--- src/rtl/grostl_pkg.sv ---
// Shared types and constants for the serial masked Groestl compression sequencer.
// Output decode lives here so every state's control word is defined in one place.
package grostl_pkg;

    localparam int GROSTL512_ROUNDS = 14;

    localparam logic [1:0] SEL_M_LOAD  = 2'b00;
    localparam logic [1:0] SEL_M_ROUND = 2'b01;
    localparam logic [1:0] SEL_M_XOR   = 2'b10;

    typedef enum logic [3:0] {
        ST_IDLE,
        ST_LOAD,
        ST_XOR,
        ST_PRND,
        ST_FOLDP,
        ST_RELOAD,
        ST_QRND,
        ST_FOLDQ,
        ST_OUT,
        ST_DONE
    } grostl_ctrl_state_t;

    typedef struct packed {
        logic       busy;
        logic       done;
        logic       wr_m;
        logic       wr_h;
        logic [1:0] sel_m;
        logic       sel_h;
        logic       sel_pq;
        logic [3:0] round;
    } grostl_ctrl_out_t;

    localparam grostl_ctrl_out_t CTRL_OUT_IDLE = '{
        busy: 1'b0, done: 1'b0, wr_m: 1'b0, wr_h: 1'b0,
        sel_m: SEL_M_XOR, sel_h: 1'b1, sel_pq: 1'b0, round: 4'd0
    };

    // SEL_M_LOAD only ever appears in LOAD/RELOAD: the datapath relatches masks on it.
    function automatic grostl_ctrl_out_t grostl_decode(input grostl_ctrl_state_t st,
                                                       input logic [3:0]         r,
                                                       input logic               ph,
                                                       input logic               first);
        grostl_ctrl_out_t o;
        o      = CTRL_OUT_IDLE;
        o.busy = (st != ST_IDLE);
        case (st)
            ST_LOAD: begin
                o.sel_m = SEL_M_LOAD;
                o.wr_m  = 1'b1;
                o.sel_h = 1'b0;
                o.wr_h  = first;
            end
            ST_XOR, ST_OUT: begin
                o.sel_m = SEL_M_XOR;
                o.wr_m  = 1'b1;
            end
            ST_PRND, ST_QRND: begin
                o.sel_pq = (st == ST_QRND);
                o.round  = r;
                if (ph) begin
                    o.sel_m = SEL_M_ROUND;
                    o.wr_m  = 1'b1;
                end
            end
            ST_FOLDP, ST_FOLDQ: begin
                o.sel_h = 1'b1;
                o.wr_h  = 1'b1;
            end
            ST_RELOAD: begin
                o.sel_m = SEL_M_LOAD;
                o.wr_m  = 1'b1;
            end
            ST_DONE: o.done = 1'b1;
            default: ;
        endcase
        return o;
    endfunction

endpackage

--- src/rtl/grostl_round_cnt.sv ---
// Round index and half-round flag for one permutation pass.
// Each round spends two cycles (ph=0 then ph=1); the counter self-clears after the last one.
module grostl_round_cnt
    import grostl_pkg::*;
#(
    parameter int ROUNDS = GROSTL512_ROUNDS
) (
    input  logic       clk,
    input  logic       reset,
    input  logic       clr,
    input  logic       adv,
    output logic [3:0] r_q,
    output logic       ph_q,
    output logic [3:0] r_d,
    output logic       ph_d,
    output logic       last
);

    assign last = ph_q && (r_q == 4'(ROUNDS - 1));

    always_comb begin
        r_d  = r_q;
        ph_d = ph_q;
        if (clr) begin
            r_d  = 4'd0;
            ph_d = 1'b0;
        end else if (adv) begin
            if (!ph_q) begin
                ph_d = 1'b1;
            end else if (last) begin
                r_d  = 4'd0;
                ph_d = 1'b0;
            end else begin
                r_d  = r_q + 4'd1;
                ph_d = 1'b0;
            end
        end
    end

    always_ff @(posedge clk or posedge reset) begin
        if (reset) begin
            r_q  <= 4'd0;
            ph_q <= 1'b0;
        end else begin
            r_q  <= r_d;
            ph_q <= ph_d;
        end
    end

endmodule

--- src/rtl/grostl_ctrl_serial_m.sv ---
// Sequencer for the masked serial Groestl compression datapath (compress or output transform).
// Host handshake: start is accepted only in IDLE; busy covers LOAD..DONE; done pulses once when the result is valid.
module grostl_ctrl_serial_m
    import grostl_pkg::*;
#(
    parameter int ROUNDS = GROSTL512_ROUNDS
) (
    input  logic               clk,
    input  logic               reset,
    input  logic               start,
    input  logic               first,
    input  logic               final_blk,
    output logic               busy,
    output logic               done,
    output logic               wr_m,
    output logic               wr_h,
    output logic [1:0]         sel_m,
    output logic               sel_h,
    output logic               sel_pq,
    output logic [3:0]         round,
    output grostl_ctrl_state_t dbg_state
);

    grostl_ctrl_state_t state_q, state_d;
    logic               first_q, first_d;
    logic               final_q, final_d;
    grostl_ctrl_out_t   out_q, out_d;

    logic [3:0] r_q, r_d;
    logic       ph_q, ph_d;
    logic       cnt_last;
    logic       cnt_clr, cnt_adv;

    assign cnt_clr = (state_q == ST_IDLE);
    assign cnt_adv = (state_q == ST_PRND) || (state_q == ST_QRND);

    grostl_round_cnt #(.ROUNDS(ROUNDS)) u_round_cnt (
        .clk   (clk),
        .reset (reset),
        .clr   (cnt_clr),
        .adv   (cnt_adv),
        .r_q   (r_q),
        .ph_q  (ph_q),
        .r_d   (r_d),
        .ph_d  (ph_d),
        .last  (cnt_last)
    );

    always_comb begin
        state_d = state_q;
        first_d = first_q;
        final_d = final_q;
        case (state_q)
            ST_IDLE: if (start) begin
                state_d = ST_LOAD;
                first_d = first;
                final_d = final_blk;
            end
            ST_LOAD:   state_d = ST_XOR;
            ST_XOR:    state_d = ST_PRND;
            ST_PRND:   if (cnt_last) state_d = final_q ? ST_OUT : ST_FOLDP;
            ST_FOLDP:  state_d = ST_RELOAD;
            ST_RELOAD: state_d = ST_QRND;
            ST_QRND:   if (cnt_last) state_d = ST_FOLDQ;
            ST_FOLDQ:  state_d = ST_DONE;
            ST_OUT:    state_d = ST_DONE;
            ST_DONE:   state_d = ST_IDLE;
            default:   state_d = ST_IDLE;
        endcase
        // Decode against next state/counter so the control word is registered yet Moore-aligned.
        out_d = grostl_decode(state_d, r_d, ph_d, first_d);
    end

    always_ff @(posedge clk or posedge reset) begin
        if (reset) begin
            state_q <= ST_IDLE;
            first_q <= 1'b0;
            final_q <= 1'b0;
            out_q   <= CTRL_OUT_IDLE;
        end else begin
            state_q <= state_d;
            first_q <= first_d;
            final_q <= final_d;
            out_q   <= out_d;
        end
    end

    assign busy      = out_q.busy;
    assign done      = out_q.done;
    assign wr_m      = out_q.wr_m;
    assign wr_h      = out_q.wr_h;
    assign sel_m     = out_q.sel_m;
    assign sel_h     = out_q.sel_h;
    assign sel_pq    = out_q.sel_pq;
    assign round     = out_q.round;
    assign dbg_state = state_q;

endmodule

--- config.mk ---
export PLATFORM = sky130hd
export DESIGN_NAME = grostl_ctrl_serial_m
export DESIGN_NICKNAME = d
export VERILOG_FILES = /design/src/rtl/grostl_pkg.sv /design/src/rtl/grostl_round_cnt.sv /design/src/rtl/grostl_ctrl_serial_m.sv
export SDC_FILE = /design/constraint.sdc
export NUM_CORES = 1
export LEC_CHECK = 0
export CORE_UTILIZATION = 50
export CTS_CLUSTER_DIAMETER = 50
export DETAILED_ROUTE_END_ITERATION = 12
export PLACE_DENSITY = 0.78
export SETUP_SLACK_MARGIN = 0.1
export SLEW_MARGIN = 20
export SYNTH_ARGS = -nofsm -noshare
export SYNTH_HDL_FRONTEND = slang
export SYNTH_SLANG_ARGS = --single-unit
--- constraint.sdc ---
create_clock -name clk -period 2.5 [get_ports clk]
set_clock_uncertainty 0.1 [all_clocks]
set_input_delay 0.625 -clock clk [delete_from_list [all_inputs] [get_ports clk]]
set_output_delay 0.625 -clock clk [all_outputs]
set_load 0.005 [all_outputs]
# Word level (Yosys, flattened, before mapping)
# Cells that the tools add are included.
# totals
ff_bits,23
input_bits,5
out_inout_bits,16
elab_cells,64
# op_classes
add_sub_neg,1
eq_ne,18
muxes,22
reduce_logical,10
# op_table
cell,count
"== test 4 x 3 -> 1 bit, second input constant",8
two-way mux 4 bit,8
case mux 4 bit (8 select lines),1
"== test 4 x 2 -> 1 bit, second input constant",4
"== test 4 bit, second input constant",4
"== test 4 x 1 -> 1 bit, second input constant",2
two-way mux 1 bit,8
OR reduction 2 bit,4
two-way mux 5 bit,1
"adder 4 x 1 -> 4 bit, second input constant",1
zero test 4 bit,1
case mux 1 bit (2 select lines),2
case mux 2 bit (2 select lines),1
nonzero test 4 bit,1
OR reduction 4 bit,1
two-way mux 2 bit,1
AND reduction 2 bit,1
logical AND 1 bit,1
logical OR 1 bit,1

# Longest topological paths before layout
# Gate-level depths: netlist of the first run.
# depth
depth_word,7
ltp_mapped,8
depth_no_buf,7

# Cells and area by module
# Synthesis of the first run repeated with hierarchy kept, for this count alone.
# unflattened
cells_unflattened,105
area_unflattened_um2,1143.6
# by_module_without_submodules
module,instances,cells_per_inst,area_each_um2,seq_area_each_um2
grostl_ctrl_serial_m,1,77,862.1,427.9
grostl_round_cnt,1,28,281.5,125.1

# Worst setup path after synthesis of the first run
# OpenSTA, ideal clock, no wires.
# synth_timing
path_kind,flip-flop to flip-flop
from,reg u_round_cnt.r_q[1]
to,"reg out_q, in the netlist wr_h"
setup_time_ns,0.120
arrival_time_ns,1.689
required_ns,2.280
path_slack_ns,0.590
path_stages_with_launch,8
path_buffers,1
synth_period_minus_slack_ns,1.910
cell_sequence,dfrtp_1 inv_1 ha_1 and4_1 buf_6 nor3b_2 or4_4 o211a_1
# synth_rtl
element,line,rtl
from (decl),grostl_round_cnt.sv:12,"output logic [3:0] r_q,"
from (signal assigned),grostl_round_cnt.sv:45,r_q <= r_d;
to (signal assigned),grostl_ctrl_serial_m.sv:84,out_q <= out_d;
to (decl),grostl_ctrl_serial_m.sv:27,"grostl_ctrl_out_t out_q, out_d;"

# Worst setup path in the final report of the first run
# layout_timing
from,reg state_q[1] (netlist: dbg_state[1])
to,out dbg_state[1]
# layout_rtl
element,line,rtl
from (decl),grostl_ctrl_serial_m.sv:24,"grostl_ctrl_state_t state_q, state_d;"
from (signal assigned),grostl_ctrl_serial_m.sv:81,state_q <= state_d;
to (decl),grostl_ctrl_serial_m.sv:21,output grostl_ctrl_state_t dbg_state
# No word-level cell between the ends.

==> results.json, run 1 <==
{
  "synth_flop_cell": "dfrtp_1",
  "endpoint_kind": "primary output",
  "worstPathArrival_ns": 1.53,
  "vias_per_cell": 5.87,
  "n_antenna_cell": 0,
  "p_clk_share_pct": 16.9,
  "period_share_pct": 90.3,
  "drtAntennaViolNets": 0,
  "seq_area_frac_synth_pct": 48.8,
  "outcome": "completed",
  "chipWidth_um": 49.6,
  "overflow": 0,
  "cts_hold_buf": 0,
  "grt_usage_pct": 20.8,
  "rows": 16,
  "syn_avg_cell_area_um2": 10.4,
  "gp_congestion": 0.818,
  "start_util_pct": 55.5,
  "internal_power_mw": 1.02,
  "report.final.slew_viol_count": 0,
  "crit_cells": 1,
  "io-pin-count": 21,
  "power.density_nw_per_um2": 1130,
  "synth_area_um2": 1130,
  "crit_end": "dbg_state[1]",
  "synthArstFlopShare_pct": 100,
  "vias": 910,
  "critPathRequiredTime_ns": 1.77,
  "drt_pass1_iterations": 4,
  "num-fill-cells": 181,
  "cts-buffers-inserted": 3,
  "cp-startpoint": "dbg_state[1]",
  "yosys.area_share.simple_pct": 20.9,
  "critPathBufInv": 1,
  "worstSetupStartpointType": "flop",
  "stdcell_area_um2": 1390,
  "reg2reg_to": "wr_h",
  "ff2ff_path_depth": 6,
  "postSynthCellCount": 109,
  "ir_worst_vdd_mv": 0.905,
  "cts_sinks": 22,
  "syn_nets": 116,
  "grt_pass1_vias": 857,
  "crit_slowest_cell": "dfrtp_1",
  "core_um2": 2040,
  "clk_pin_slew_ns": 0.13,
  "cts_htree_levels": 1,
  "dp_hpwl_um": 1600,
  "synthMuxAreaShare_pct": 2.76,
  "grt_max_degree": 18,
  "cts-root-buf": "clkbuf_4",
  "ys_seq_elements": 22,
  "synthAdderAreaFrac_pct": 2.21,
  "clock_path_buffers": 2,
  "p_sw_mw": 0.549,
  "p_seq_share_pct": 40.5,
  "cts_tree": "done",
  "synth-edff-count": 0,
  "relSlewSlack_pct": 69.9,
  "p_leak_nw": 0.604,
  "max_stage_delay_ns": 0.64,
  "crit_type": "flop to primary output",
  "syn2layout_area_growth_pct": 22.9,
  "synthXorXnorAreaFrac_pct": 1.55,
  "first_iter_violations": 25,
  "fmax_mhz": 443,
  "dieArea_um2": 2460,
  "critical_path.cell_chain": "clkdlybuf4s50_1",
  "multi_input_area_um2": 513,
  "antenna_found_initial": 0,
  "hold_class": "flop to flop",
  "final-setup-viol-count": 0,
  "synth_compound_area_share_pct": 17.9,
  "port_buffers": 20,
  "clk_latency_ns": 0.30,
  "routedWlPerCell_um": 14.1,
  "yosysUniqueCellTypes": 42,
  "grt_pass1_wl_um": 3970,
  "nNetsFinal": 136,
  "cp_max_fo": 17,
  "rsz0062_at_grt": "no",
  "drive_above_1_share_pct": 13.3,
  "postPlaceCellArea_um2": 1340,
  "hold-worst-slack_ns": 0.458,
  "worst_pin_slew_ns": 0.450,
  "finalCriticalPeriod_ns": 2.26,
  "die_h_um": 49.6,
  "maxCapViolations": 0,
  "synth_top_family_by_area": "simple AND/OR/NAND/NOR gates",
  "ys_warn_count": 0,
  "power_frac_comb_pct": 42.6,
  "path_delay_family": "flip-flops",
  "reg2reg_from": "u_round_cnt.r_q[1]",
  "routed_wl_um": 2180,
  "ff_latch_area_um2": 554,
  "tns_ns": 0,
  "finalHoldViolations": 0,
  "drc_errors": 0,
  "r2r_slack_ns": 0.36,
  "swShare_pct": 34.9
}
## worst register-to-register path, cell delays in order, from the launching register on
cell	delay, ns
dfrtp_1	0.42
inv_1	0.07
ha_1	0.20
and4_1	0.37
nor3b_2	0.10
or4_4	0.53
o211a_1	0.24
## cell type report
type,instances,share of cell area [%]
inverter,4,1.08
clock inverter,1,2.16
clock buffer,3,1.62
sequential,22,39.8
timing repair buffer,23,16.0
tap,27,2.43
multi-input combinational,75,36.9
## how the worst min path moves through the flow
stage | slack (ns) | start | cells after the start | to
floorplan | 0.39 | u_round_cnt.r_q[3] | 1 | u_round_cnt.r_q[3]
global route | 0.50 | u_round_cnt.r_q[3] | 1 | u_round_cnt.r_q[3]
global placement | 0.43 | u_round_cnt.r_q[3] | 1 | u_round_cnt.r_q[3]
detailed placement | 0.44 | u_round_cnt.r_q[3] | 1 | u_round_cnt.r_q[3]
CTS | 0.46 | u_round_cnt.r_q[3] | 1 | u_round_cnt.r_q[3]
finish | 0.46 | u_round_cnt.r_q[3] | 1 | u_round_cnt.r_q[3]
## logic make-up after synthesis
family / count (synthesis)
flops: 22
compound gates: 28
buf+inv: 12
fa+ha+maj: 2
xor+xnor: 2
mux: 3
simple gates: 40
## synth_stat cells, types with 2 or more instances
library cell | n | area, um^2
nand2_1 | 7 | 26.3
nand3_1 | 2 | 10.0
dfstp_2 | 2 | 52.6
nor2_1 | 9 | 33.8
nand3b_1 | 2 | 15.0
buf_2 | 5 | 25.0
nor2b_1 | 2 | 12.5
mux2i_1 | 2 | 20.0
ha_1 | 2 | 25.0
xor2_1 | 2 | 17.5
or4_1 | 2 | 15.0
a211oi_1 | 2 | 15.0
o31ai_1 | 2 | 15.0
buf_6 | 2 | 22.5
a31oi_1 | 2 | 12.5
o21ai_0 | 2 | 10.0
dfrtp_1 | 20 | 500
a21oi_1 | 8 | 40.0
nor3_1 | 3 | 15.0
inv_1 | 4 | 15.0
o21bai_1 | 3 | 22.5
nor3b_1 | 2 | 15.0
nand4_1 | 3 | 18.8
## sequential cells by signal, summed over array words and instances, names as in the netlist
| name | cells |
|---|---|
| dbg_state | 4 |
| round | 4 |
| u_round_cnt.r_q | 4 |
| sel_m | 2 |
| busy | 1 |
| done | 1 |
| final_q | 1 |
| sel_h | 1 |
| sel_pq | 1 |
| u_round_cnt.ph_q | 1 |
| wr_h | 1 |
| wr_m | 1 |
## stage by stage
stage          util, %  cells  worst slack [ns]  power (mW)
2_1_floorplan        -    109             0.590        1.06
3_3_place_gp      65.5    151             0.194        1.28
3_5_place_dp      65.5    151             0.163        1.30
4_1_cts           68.1    155             0.183        1.58
5_1_grt           68.1    155             0.147        1.70
6_report          68.1    155             0.242        1.57
## power groups by stage
stage / clock (mW) / combinational, mW / sequential, mW
after floorplan: 0 / 0.471 / 0.591
after global placement: 0 / 0.643 / 0.635
after detailed placement: 0 / 0.659 / 0.640
after CTS: 0.276 / 0.670 / 0.634
after global routing: 0.295 / 0.749 / 0.657
final: 0.266 / 0.669 / 0.637
## placed cells by master (no fill, tap or decap), types with 2 or more instances in the layout
cell             instances
xor2_1                   2
ha_1                     2
a31oi_1                  2
dfrtp_1                 19
nand3_1                  2
inv_1                    4
clkbuf_4                 3
a21oi_1                  8
o31ai_1                  2
nand4_1                  3
a211oi_1                 2
buf_4                    3
o21ai_0                  2
nor3_1                   3
o21bai_1                 3
nor2b_1                  2
nand3b_1                 2
dfstp_2                  2
mux2i_1                  2
or4_1                    2
nor2_1                   9
nor3b_1                  2
nand2_1                  7
clkdlybuf4s50_1         20
## metal layers
layer | up-vias | GRT usage, % | routed length (um)
li1 | 441 | - | -
met1 | 428 | 32.4 | 1040
met2 | 39 | 31.3 | 1000
met3 | 2 | 2.78 | 126
met4 | 0 | 3.33 | 7
met5 | - | 0 | 0
## timing repair
action,in CTS,in global routing
gates resized for setup,0,1
endpoints found under the setup margin,0,1
buffers inserted,0,0
Power figures use the tool's default switching activity.
==> run 2: changes to the inputs <==
ABC_AREA = 1   (was default)
ABC_CLOCK_PERIOD_IN_PS = 2500   (was default)
==> results.json, run 2 <==
{
  "cp_max_fo": 5,
  "seq_area_frac_synth_pct": 49.3,
  "drive_above_1_share_pct": 19.9,
  "synth_flop_cell": "dfrtp_1",
  "cts_resized": 0,
  "port_buffers": 20,
  "io-pin-count": 21,
  "routed_wl_um": 1890,
  "top_layer": "met4",
  "drt_pass1_iterations": 4,
  "nNetsFinal": 160,
  "ys_warn_count": 0,
  "post-cts-setup-buffers": 0,
  "crit_type": "flop to primary output",
  "chipWidth_um": 49.4,
  "ir_worst_vdd_mv": 0.264,
  "max_stage_delay_ns": 0.54,
  "cts_hold_buf": 0,
  "grt_pass1_vias": 771,
  "antenna_found_initial": 0,
  "synth_area_leaders": "dfrtp_1 45%, nand2_1 9.0%, inv_1 7.4%",
  "rsz0062_at_grt": "no",
  "worst_pin_slew_ns": 0.350,
  "p_clk_share_pct": 29.1,
  "worstPathArrival_ns": 1.32,
  "cts_htree_levels": 1,
  "clk_pin_slew_ns": 0.11,
  "finalCriticalPeriod_ns": 2.04,
  "endpoint_kind": "primary output",
  "num-fill-cells": 183,
  "ys_seq_elements": 22,
  "internal_power_mw": 0.419,
  "hold_start": "final_q",
  "dp_hpwl_um": 1520,
  "postSynthCellCount": 127,
  "gp_congestion": 0.805,
  "die_h_um": 49.4,
  "p_seq_share_pct": 68.3,
  "first_iter_violations": 9,
  "grt_pass1_wl_um": 3260,
  "power_frac_comb_pct": 2.7,
  "start_util_pct": 54.9,
  "vias_per_cell": 4.93,
  "critical_path.cell_chain": "clkdlybuf4s50_1",
  "report.final.slew_viol_count": 0,
  "path_delay_family": "buffers and inverters",
  "clk_latency_ns": 0.30,
  "mostFrequentLayoutCell": "nand2_1",
  "ff2ff_path_depth": 10,
  "synthArstFlopShare_pct": 100,
  "drtAntennaViolNets": 0,
  "relSlewSlack_pct": 76.6,
  "reg2reg_from": "u_round_cnt.r_q[1]",
  "met2_length_um": 864,
  "critPathRequiredTime_ns": 1.77,
  "power.density_nw_per_um2": 376,
  "met1_length_um": 889,
  "worstSetupStartpointType": "flop",
  "cts-buffers-inserted": 3,
  "outcome": "completed",
  "routedWlPerCell_um": 10.6,
  "cts_sinks": 22,
  "swShare_pct": 19.7,
  "grt_usage_pct": 17.9,
  "period_share_pct": 81.7,
  "drc_errors": 0,
  "crit_slowest_cell": "clkdlybuf4s50_1",
  "vias": 878,
  "cp-startpoint": "dbg_state[3]",
  "final-setup-viol-count": 0,
  "fmax_mhz": 490,
  "maxCapViolations": 0,
  "hold_class": "flop to flop",
  "yosysUniqueCellTypes": 24,
  "reg2reg_to": "round[0]",
  "synth_common_cells": "27 x nand2_1, 22 x inv_1, 20 x dfrtp_1",
  "critPathBufInv": 1,
  "p_leak_nw": 0.706,
  "overflow": 0,
  "n_antenna_cell": 0,
  "synthMostInstantiatedCell": "nand2_1",
  "route.met3.wl_um": 103,
  "synth_area_um2": 1120,
  "cts-root-buf": "clkbuf_4",
  "p_sw_mw": 0.102,
  "layout_common_cells": "27 x nand2_1, 22 x inv_1, 20 x dfrtp_1, 20 x clkdlybuf4s50_1, 10 x nand3_1",
  "syn_avg_cell_area_um2": 8.83,
  "yosys.area.top_type_share_pct": 44.6,
  "clock_path_buffers": 2,
  "p_total_mw": 0.521,
  "cts_tree": "done",
  "tns_ns": 0,
  "syn2layout_area_growth_pct": 23.5,
  "dieArea_um2": 2440,
  "synth-edff-count": 0,
  "holdPathEnd": "final_q",
  "grt_max_degree": 23,
  "ff_latch_area_um2": 553,
  "synth_top_cell_by_area": "dfrtp_1",
  "r2r_slack_ns": 0.76,
  "multi_input_area_um2": 473,
  "syn_nets": 134,
  "rows": 16,
  "whs_path_depth": 2,
  "finalHoldViolations": 0,
  "core_um2": 2040
}
==> run 2: cell count changes in the layout (fill, tap and decap cells not counted), moves of 5 or more <==
cell	change
nand3_1	+8
a21oi_1	-5
nand2_1	+20
nand2_2	+7
inv_1	+18
==> run 2: per-stage QoR <==
step	util (%)	setup WS (ns)	instance area (um^2)	hold WS (ns)	instances
final	67.8	0.459	1390	0.413	178
after global routing	67.8	0.402	1390	0.455	178
after CTS	67.8	0.445	1390	0.411	178
after detailed placement	66.7	0.570	1360	0.384	175
after global placement	66.7	0.593	1360	0.388	175
after floorplan	-	0.924	1120	0.349	127
==> run 2: cells by family after synthesis <==
family / share of synthesized area (%)
buffers and inverters: 8.48
flip-flops: 49.3
AND/OR/NAND/NOR: 34.8
AO/OA/AOI/OAI: 5.13
adder cells (fa/ha/maj): 2.23
==> run 2: power groups by stage <==
stage / clock, mW / sequential [mW] / combinational, mW
after global placement: 0 / 0.363 / 0.0144
after global routing: 0.173 / 0.356 / 0.0160
final: 0.151 / 0.356 / 0.0138
after detailed placement: 0 / 0.363 / 0.0146
after CTS: 0.159 / 0.356 / 0.0146
after floorplan: 0 / 0.363 / 0.00528
==> run 2: layer usage <==
metal,global-route usage [%],vias up
met1,24.6,403
met2,27.6,25
met4,7.35,0
met3,3.43,3
li1,-,447
met5,0,-
==> run 2: worst max path at each step <==
stage	slack (ns)	endpoint	depth (start not counted)
6_report	0.46	dbg_state[3]	1
3_3_place_gp	0.59	round[0]	7
4_1_cts	0.44	dbg_state[3]	1
5_1_grt	0.40	dbg_state[3]	1
3_5_place_dp	0.57	round[1]	7
2_1_floorplan	0.92	round[1]	10
==> run 2: layout make-up <==
class	count	area share, %
clock buffer	3	1.63
inverter	25	6.87
multi-input combinational	80	34.1
sequential	22	39.9
tap	27	2.44
timing repair buffer	21	15.0
